`src/rtl/fft_pkg.sv`:
```
// fft_pkg: shared state encodings, frame descriptor and arbitration helper for the bit-reverse scheduler
package fft_pkg;
  localparam logic [1:0] S_IDLE  = 2'd0;
  localparam logic [1:0] S_FILL  = 2'd1;
  localparam logic [1:0] S_FLUSH = 2'd2;
  typedef struct packed {
    logic is_real;
    logic tag;
  } frame_t;
  function automatic logic rr_pick(input logic [1:0] req, input logic ptr);
    return req[ptr] ? ptr : ~ptr;
  endfunction
endpackage

```
`src/rtl/rr_frame_arbiter.sv`:
```
// rr_frame_arbiter: two-way round-robin frame grant; the pointer moves past the winner when its frame completes
module rr_frame_arbiter
  import fft_pkg::*;
(
  input  logic       i_clk,
  input  logic       i_reset_n,
  input  logic [1:0] i_req,
  input  logic       i_arb,
  input  logic       i_done,
  output logic       o_grant
);
  logic ptr;
  // latch the winner at frame start, rotate priority at frame end
  always_ff @(posedge i_clk or negedge i_reset_n)
    if (!i_reset_n) begin
      ptr     <= 1'b0;
      o_grant <= 1'b0;
    end else begin
      if (i_arb) o_grant <= rr_pick(i_req, ptr);
      if (i_done) ptr <= ~o_grant;
    end
endmodule

```
`src/rtl/fft_bitrev_scheduler.sv`:
```
// fft_bitrev_scheduler: shares one ping-pong bit-reverse buffer between two FFT streams, frame by frame
module fft_bitrev_scheduler
  import fft_pkg::*;
#(
  parameter int LGSIZE       = 5,
  parameter int WIDTH        = 24,
  parameter int IDLE_TIMEOUT = 16
) (
  input  logic               i_clk,
  input  logic               i_reset_n,
  input  logic [1:0]         i_valid,
  input  logic [2*WIDTH-1:0] i_data0,
  input  logic [2*WIDTH-1:0] i_data1,
  output logic [1:0]         o_ready,
  output logic               o_br_ce,
  output logic [2*WIDTH-1:0] o_br_data,
  input  logic [2*WIDTH-1:0] i_br_out,
  input  logic               i_br_sync,
  output logic               o_valid,
  output logic [2*WIDTH-1:0] o_data,
  output logic               o_tag,
  output logic               o_first,
  output logic               o_busy
);
  localparam int TW = $clog2(IDLE_TIMEOUT + 1);
  logic [1:0]        state;
  logic              grant;
  logic [LGSIZE-1:0] cnt;
  logic [TW-1:0]     idle_cnt;
  frame_t [1:0]      frames;
  logic              pending, last, start, timeout;
  assign pending   = frames[1].is_real;
  assign last      = o_br_ce & (&cnt);
  assign start     = (state == S_IDLE) & (|i_valid);
  assign timeout   = (state == S_IDLE) & ~(|i_valid) & pending & (idle_cnt == TW'(IDLE_TIMEOUT));
  assign o_ready   = (state == S_FILL) ? (grant ? 2'b10 : 2'b01) : 2'b00;
  assign o_br_ce   = (state == S_FLUSH) | (|(o_ready & i_valid));
  assign o_br_data = (state == S_FILL) ? (grant ? i_data1 : i_data0) : '0;
  assign o_data    = i_br_out;
  assign o_first   = o_valid & i_br_sync;
  assign o_busy    = (state != S_IDLE) | pending;
  rr_frame_arbiter u_arb (
    .i_clk     (i_clk),
    .i_reset_n (i_reset_n),
    .i_req     (i_valid),
    .i_arb     (start),
    .i_done    (last & (state == S_FILL)),
    .o_grant   (grant)
  );
  // frame sequencing: sample counter wraps once per frame, idle counter saturates at the flush threshold
  always_ff @(posedge i_clk or negedge i_reset_n)
    if (!i_reset_n) begin
      state    <= S_IDLE;
      cnt      <= '0;
      idle_cnt <= '0;
    end else begin
      state    <= start ? S_FILL : timeout ? S_FLUSH : last ? S_IDLE : state;
      cnt      <= o_br_ce ? cnt + 1'b1 : cnt;
      idle_cnt <= (o_br_ce | (state == S_FILL)) ? '0 :
                  ((state == S_IDLE) & (idle_cnt != TW'(IDLE_TIMEOUT))) ? idle_cnt + 1'b1 : idle_cnt;
    end
  // [0] describes the frame being written, captured with its first sample; [1] is the frame now draining
  always_ff @(posedge i_clk or negedge i_reset_n)
    if (!i_reset_n) begin
      frames <= '0;
    end else begin
      if (o_br_ce && cnt == '0) frames[0] <= {state == S_FILL, grant};
      if (last) frames[1] <= frames[0];
    end
  // buffer output lags its clock-enable by one cycle, so valid and tag are delayed to match
  always_ff @(posedge i_clk or negedge i_reset_n)
    if (!i_reset_n) begin
      o_valid <= 1'b0;
      o_tag   <= 1'b0;
    end else begin
      o_valid <= o_br_ce & frames[1].is_real;
      if (o_br_ce) o_tag <= frames[1].tag;
    end
endmodule
```
`config.mk`:
```
export PLATFORM = sky130hd
export DESIGN_NAME = fft_bitrev_scheduler
export DESIGN_NICKNAME = d
export VERILOG_FILES = /design/src/rtl/fft_pkg.sv /design/src/rtl/rr_frame_arbiter.sv /design/src/rtl/fft_bitrev_scheduler.sv
export SDC_FILE = /design/constraint.sdc
export NUM_CORES = 1
export LEC_CHECK = 0
export BUFFER_PORTS_ARGS = -buffer_cell sky130_fd_sc_hd__buf_2
export CAP_MARGIN = 20
export CORE_AREA = 2 2 97 99
export CTS_CLUSTER_DIAMETER = 50
export CTS_CLUSTER_SIZE = 16
export DETAILED_ROUTE_END_ITERATION = 16
export DIE_AREA = 0 0 99 101
export PLACE_DENSITY_LB_ADDON = 0.1
export SYNTH_ARGS = -nofsm -noshare
export SYNTH_HDL_FRONTEND = slang
export SYNTH_SLANG_ARGS = --single-unit
```
`constraint.sdc`:
```
create_clock -name i_clk -period 1.8 [get_ports i_clk]
set_input_delay 0.18 -clock i_clk [delete_from_list [all_inputs] [get_ports i_clk]]
set_output_delay 0.18 -clock i_clk [all_outputs]
set_load 0.05 [all_outputs]
```
# Word level (Yosys, flattened, before mapping)
# Index checks and enable logic that the tools add are counted.
dict set report totals {
  register_bits 20
  in_bits 149
  output_inout_bits 103
}
dict set report classes {
  n_addsub 2
  magnitude_cmp 1
  eq_ne 4
  n_mux 12
  bitwise_logic 16
  reduce_logical 9
}
# operator count
set ops {}
lappend ops {{$mux W48} 2}
lappend ops {{$add A5 B1 Y5 const B} 2}
lappend ops {{$mux W2} 5}
lappend ops {{$mux W5} 2}
lappend ops {{$and A1 B1 Y1} 9}
lappend ops {{$eq A5 B5 Y1 const B} 1}
lappend ops {{$logic_not A5 Y1} 1}
lappend ops {{$ne A5 B5 Y1 const B} 1}
lappend ops {{$reduce_and A5 Y1} 1}
lappend ops {{$reduce_bool A2 Y1} 2}
lappend ops {{$reduce_or A2 Y1} 2}
lappend ops {{$mux W1} 3}
lappend ops {{$not A1 Y1} 3}
lappend ops {{$or A1 B1 Y1} 3}
lappend ops {{$reduce_bool A3 Y1} 1}
lappend ops {{$and A2 B2 Y2} 1}
lappend ops {{$eq A2 B1 Y1 const B} 1}
lappend ops {{$eq A2 B2 Y1 const B} 1}
lappend ops {{$logic_not A2 Y1} 1}
lappend ops {{$lt A1 B2 Y1 const B} 1}
lappend ops {{$logic_and A1 B1 Y1} 1}

# Longest topological paths before layout
# Gate-level depths: netlist of run 1.
dict set report logic_depth {
  word_depth 9
  ltp_mapped 6
  mapped_depth_nobuf 6
}

# Modules after synthesis
# From an unflattened synthesis of run 1, not the netlist that was laid out.
dict set report unflattened {
  hier_cells 224
  area_unflattened_um2 2016.9
}
# module instances cells_each area_each_um2 seq_area_each_um2
set modules_own_cells {}
lappend modules_own_cells {fft_bitrev_scheduler 1 216 1933.1 450.4}
lappend modules_own_cells {rr_frame_arbiter 1 8 83.8 50.0}

# Least setup slack after synthesis of run 1
# Ideal clock, no wire load.
dict set report synth_path {
  path_kind {register -> output}
  start {register state[1]}
  end {output o_br_data[38]}
  t_arrival_ns 1.627
  path_slack_ns -0.007
  path_stages_with_launch 6
  path_buffers 3
  cell_sequence {dfrtp_1 -> nand2b_1 -> clkbuf_1 -> buf_2 -> buf_2 -> nor2_1}
}
dict set report synth_via {
  elab_chain_cells 2
}
# element line_no
set synth_lines {}
lappend synth_lines {{start, declared} fft_bitrev_scheduler.sv:26} ;# logic [1:0] state;
lappend synth_lines {{start signal, assigned} fft_bitrev_scheduler.sv:57} ;# state <= start ? S_FILL : timeout ? S_FLUSH : last ? S_IDLE : state;
lappend synth_lines {{$eq A2 B1 Y1} fft_bitrev_scheduler.sv:38} ;# assign o_br_data = (state == S_FILL) ? (grant ? i_data1 : i_data0) : '0;
lappend synth_lines {{$mux W48} fft_bitrev_scheduler.sv:38}
lappend synth_lines {{end, declared} fft_bitrev_scheduler.sv:16} ;# output logic [2*WIDTH-1:0] o_br_data,
# Every way passes these cells.

# Worst setup path in the final report of run 1
dict set report layout_path {
  start {register u_arb.o_grant}
  end {output o_br_data[5]}
}
dict set report layout_via {
  elab_chain_cells 2
}
# element line_no
set layout_lines {}
lappend layout_lines {{start, declared} rr_frame_arbiter.sv:10} ;# output logic o_grant
lappend layout_lines {{start signal, assigned} rr_frame_arbiter.sv:19} ;# if (i_arb) o_grant <= rr_pick(i_req, ptr);
lappend layout_lines {{$mux W48 (2 in series)} fft_bitrev_scheduler.sv:38}
# Every way passes these cells.

==> results of run 1 <==
==> power breakdown <==
part	internal, mW	switching, mW	total, mW
Combinational	0.981	2.21	3.19
Sequential	0.570	0.0957	0.666
Clock	0.195	0.159	0.354
==> layout make-up <==
type	instances	area [sq um]
fillers	995	6220
multi-input cells	160	1150
repair buffers	165	892
flip-flops and latches	20	502
well taps	111	139
clock buffers	4	55.1
inverters	5	18.8
==> per-layer routing <==
metal | global-route usage | share of wire
met4 | 0.0211 | 0.0051
met3 | 0.0312 | 0.074
met2 | 0.229 | 0.53
met1 | 0.161 | 0.39
met5 | 0 | 0
==> state kept, by name, summed over array words and instances, names as in the netlist <==
signal and flops:
cnt 5, idle_cnt 5, frames 3, state 2
o_tag 1, o_valid 1, pending 1, u_arb.o_grant 1
u_arb.ptr 1
==> worst paths after layout <==
path,slack [ns],startpoint,to,depth (start not counted)
worst max-delay path,0.06,u_arb.o_grant,o_br_data[5],4
worst min-delay path,0.15,i_valid[0],u_arb.o_grant,2
worst max register to register,0.20,u_arb.o_grant,pending,5
worst min register to register,0.50,cnt[3],cnt[3],1
max in group asynchronous,1.03,i_reset_n,u_arb.o_grant,2
min in group asynchronous,0.41,i_reset_n,cnt[3],2
==> cells by family (layout without fill, tap and decap cells) <==
logic type / count (synthesis) / after routing / synth area share
simple gates: 79 / 79 / 0.173
buf+inv: 68 / 174 / 0.217
mux: 56 / 56 / 0.275
flops: 20 / 20 / 0.239
compound gates: 15 / 15 / 0.0448
fa+ha+maj: 5 / 5 / 0.0299
xor+xnor: 5 / 5 / 0.0209
==> cells in the final DEF, fill, tap and decap left out, drive strengths merged <==
master,n
buf,156
nor2,52
mux2i,49
dfrtp,20
clkbuf,12
nand2,8
o21ai,8
mux2,7
inv,5
nand3,5
ha,5
and2,4
a21oi,3
xnor2,3
xor2,2
and3,1
nand2b,1
or2b,1
and2b,1
or3,1
nand4bb,1
or2,1
a22o,1
nor4bb,1
o22a,1
nor4b,1
a31oi,1
o32a,1
nand4,1
dlygate4sd3,1
==> worst max-delay path, delay by kind of cell (launching register included) <==
family                 cells  cell delay, ns
buffers and inverters      2            0.48
flip-flops                 1            0.41
multiplexers               1            0.30
AND/OR/NAND/NOR            1            0.06
==> through the flow <==
step | cell area [sq um] | worst slack, ns | hold slack [ns] | TNS [ns]
floorplan | 2100 | -0.00657 | -0.116 | -0.0591
global placement | 2640 | 0.147 | 0.175 | 0
detailed placement | 2640 | 0.124 | 0.179 | 0
CTS | 2710 | 0.0125 | 0.145 | 0
global route | 2760 | 0.00355 | 0.162 | 0
finish | 2760 | 0.0620 | 0.147 | 0
==> what timing repair did <==
action / 4_1_cts / 5_1_grt
hold buffers: 1 / 0
buffers inserted: 0 / 3
hold endpoints to repair: 20 / 0
resized for setup: 3 / 8
pin swaps: 0 / 1
setup endpoints to repair: 3 / 9
==> flow_summary.ini, run 1 <==
[status]
status = finished, final reports clean

[floorplan]
die_area_sq_um = 10000
io_pins = 252
die_h_um = 101
start_util = 0.233
core.rowCount = 35
dieWidth_um = 99
core_sq_um = 8980

[route]
vias_per_cell = 4.21
drt-initial-drc-count = 38
wl_um = 7060
firstDrtPassIters = 4
ant_nets = 0
drc = 0
via_count = 1958
avgRoutedWirePerCell_um = 15.2

[synth]
synth_area_sq_um = 2100
synth_nets = 402
ys_ff_latch = 20
synth_largest_area_cell = dfrtp_1
yosysSeqAreaShare = 0.239
ys_types = 35
ys_warn_count = 0
avgSynthCellArea_sq_um = 8.45
synthTopCellsByArea = dfrtp_1 (24%), mux2i_1 (23%), buf_4 (17%)
synthArstFlopShare = 1.00
synth_edf_count = 0
yosys.area.top_type_share = 0.239
syn_inst = 248
synth_most_common_cell = nor2_1
synthTopCellsByCount = nor2_1 (52), mux2i_1 (49), buf_4 (48)
synth_top_flop_cell = dfrtp_1

[pwr]
leakagePower_nw = 1.49
power_density_nw_per_um2 = 1530
finalPower_mw = 4.21
ir_drop_uv = 525

[cts]
clock_latency_ns = 0.26
root_buffer = clkbuf_8
cts_tree = yes
clock_tree.buffer_depth = 2
h-tree-depth = 1
numCtsBuffers = 3
cts_sinks = 20
clk_pin_slew_ns = 0.08

[place]
io_buffers = 155
dp_hpwl_um = 5890
place_inst = 457
place_congestion = 0.717

[worst_setup_path]
slowest_stage = dfrtp_2
worstPathRequired_ns = 1.62
arrival_ns = 1.56
crit_path_max_fanout = 40
slowest_delay_ns = 0.41
cp_cell_sequence = buf_12 > mux2i_1 > nor2_1 > buf_2
start_kind = flip-flop
path_class = flip-flop to primary output
end_kind = primary output

[timing]
worst_pin_slew_ns = 0.481
maxSlewViolCount = 0
max-slew-margin-rel = 0.679
hold_viol = 0
fin_crit_ns = 1.74
rsz0062_at_grt = no
fmax_mhz = 575
period_share = 0.966
setup_viol = 0
finalClockSkew_ns = 0.00262

[hold_path]
hold_path_class = input port to flip-flop

[grt]
grt_util_all_layers = 0.129
grt_start_max_net_pins = 51
grt_overflow = 0
grt_pass1_vias = 1866
antenna_found_initial = 0
grt_pass1_wl_um = 10300

[cells_and_area]
post-route-util = 0.307
area_delta_synth_final_pct = 31.5
drive_gt1_frac = 0.520
num_antenna_cells = 0
finalNonFillerCells = 465
final_nets = 509

[job]
cap_viol_max_count = 0
No activity file was read; power rests on OpenSTA's default activity.
==> run 2: changes to the inputs <==
Settings changed: PLACE_DENSITY_LB_ADDON 0.1 to unset.
==> flow_summary.ini, run 2 (same netlist as run 1, synthesis figures left out) <==
[status]
status = finished, final reports clean

[worst_setup_path]
start_kind = flip-flop
arrival_ns = 1.55
cp_cell_sequence = buf_4 > or3_2 > buf_2
slowest_stage = or3_2
crit_buf_inv = 2
path_delay_family = simple AND/OR/NAND/NOR gates
path_class = flip-flop to primary output
slowest_delay_ns = 0.45
end_kind = primary output
crit_path_max_fanout = 6
worstPathRequired_ns = 1.62

[timing]
period_share = 0.962
tns_ns = 0
finalClockSkew_ns = 0.000784
fmax_mhz = 578
max-slew-margin-rel = 0.643
maxSlewViolCount = 0
hold_viol = 0
fin_crit_ns = 1.73
worst_pin_slew_ns = 0.529
rsz0062_at_grt = no
setup_viol = 0

[place]
place_inst = 456
place_congestion = 0.882
io_buffers = 155
dp_hpwl_um = 6620
placed_area_sq_um = 2630

[cells_and_area]
fin_area_sq_um = 2720
nFillCells = 966
area_delta_synth_final_pct = 29.9
final_common_cell = buf_2
final_cell_mix = buf_2 (155), nor2_1 (52), mux2i_1 (49)
drive_gt1_frac = 0.517
final_nets = 507
num_antenna_cells = 0
finalNonFillerCells = 463
post-route-util = 0.303
reg_top3 = cnt x5, idle_cnt x5, frames x3

[route]
drc = 0
ant_nets = 0
drt-initial-drc-count = 40
firstDrtPassIters = 4
avgRoutedWirePerCell_um = 16.6
via_count = 2007
vias_per_cell = 4.33
wl_um = 7690

[floorplan]
dieWidth_um = 99
start_util = 0.233
core_sq_um = 8980
die_area_sq_um = 10000
core.rowCount = 35
die_h_um = 101
io_pins = 252

[cts]
cts_tree = yes
clock_latency_ns = 0.26
numCtsBuffers = 3
cts_sinks = 20
h-tree-depth = 1
clock_tree.buffer_depth = 2
root_buffer = clkbuf_8
clk_pin_slew_ns = 0.07

[pwr]
finalPower_mw = 4.15
power_density_nw_per_um2 = 1520
leakagePower_nw = 1.47
ir_drop_uv = 655

[grt]
grt_pass1_vias = 1769
grt_pass1_wl_um = 10400
antenna_found_initial = 0
grt_overflow = 0
grt_start_max_net_pins = 51
grt_util_all_layers = 0.136

[job]
cap_viol_max_count = 0

[hold_path]
hold_path_class = input port to flip-flop
## run 2: cell types whose count changed in the layout (fill, tap and decap cells not counted)
| cell | change |
|---|---|
| buf_2 | +9 |
| clkbuf_4 | -8 |
| buf_4 | -4 |
| buf_6 | +1 |
## run 2: repair_timing
action	in CTS	in global routing
setup endpoints to repair	9	2
buffers inserted	0	2
pin swaps	0	1
hold buffers	1	0
hold endpoints to repair	20	0
gates resized for setup	2	1
## run 2: power breakdown
group	total (mW)	switching (mW)	internal, mW
Clock	0.341	0.147	0.195
Sequential	0.672	0.101	0.571
Combinational	3.13	2.20	0.937
## run 2: per-stage QoR
stage | setup WS, ns | hold WS (ns)
after global routing | 0.0176 | 0.153
final | 0.0686 | 0.146
after CTS | 0.0366 | 0.143
after floorplan | -0.00657 | -0.116
after global placement | 0.226 | 0.158
after detailed placement | 0.154 | 0.159
## run 2: per-layer routing
metal  vias to the layer above  share of wire  GRT usage
met5                         -              0     0.0154
met4                         0          0.061     0.0801
met3                        12          0.082     0.0409
met2                       117           0.53      0.241
met1                       895           0.32      0.141
li1                        983              -          -
## run 2: worst paths after layout
kind | slack [ns] | cells past startpoint | to | startpoint
max | 0.07 | 3 | o_busy | state[0]
min in group asynchronous | 0.41 | 2 | o_tag | i_reset_n
max in group asynchronous | 1.05 | 2 | u_arb.o_grant | i_reset_n
max reg2reg | 0.21 | 5 | frames[1] | cnt[0]
min reg2reg | 0.51 | 1 | o_tag | o_tag
min | 0.15 | 2 | u_arb.o_grant | i_valid[0]
## run 2: area by class of cell
class	count	area (sq um)	area share
clock buffers	4	55.1	0.0202
inverters	5	18.8	0.00689
multi-input cells	160	1150	0.422
flip-flops and latches	20	502	0.184
well taps	111	139	0.0510
repair buffers	163	858	0.315
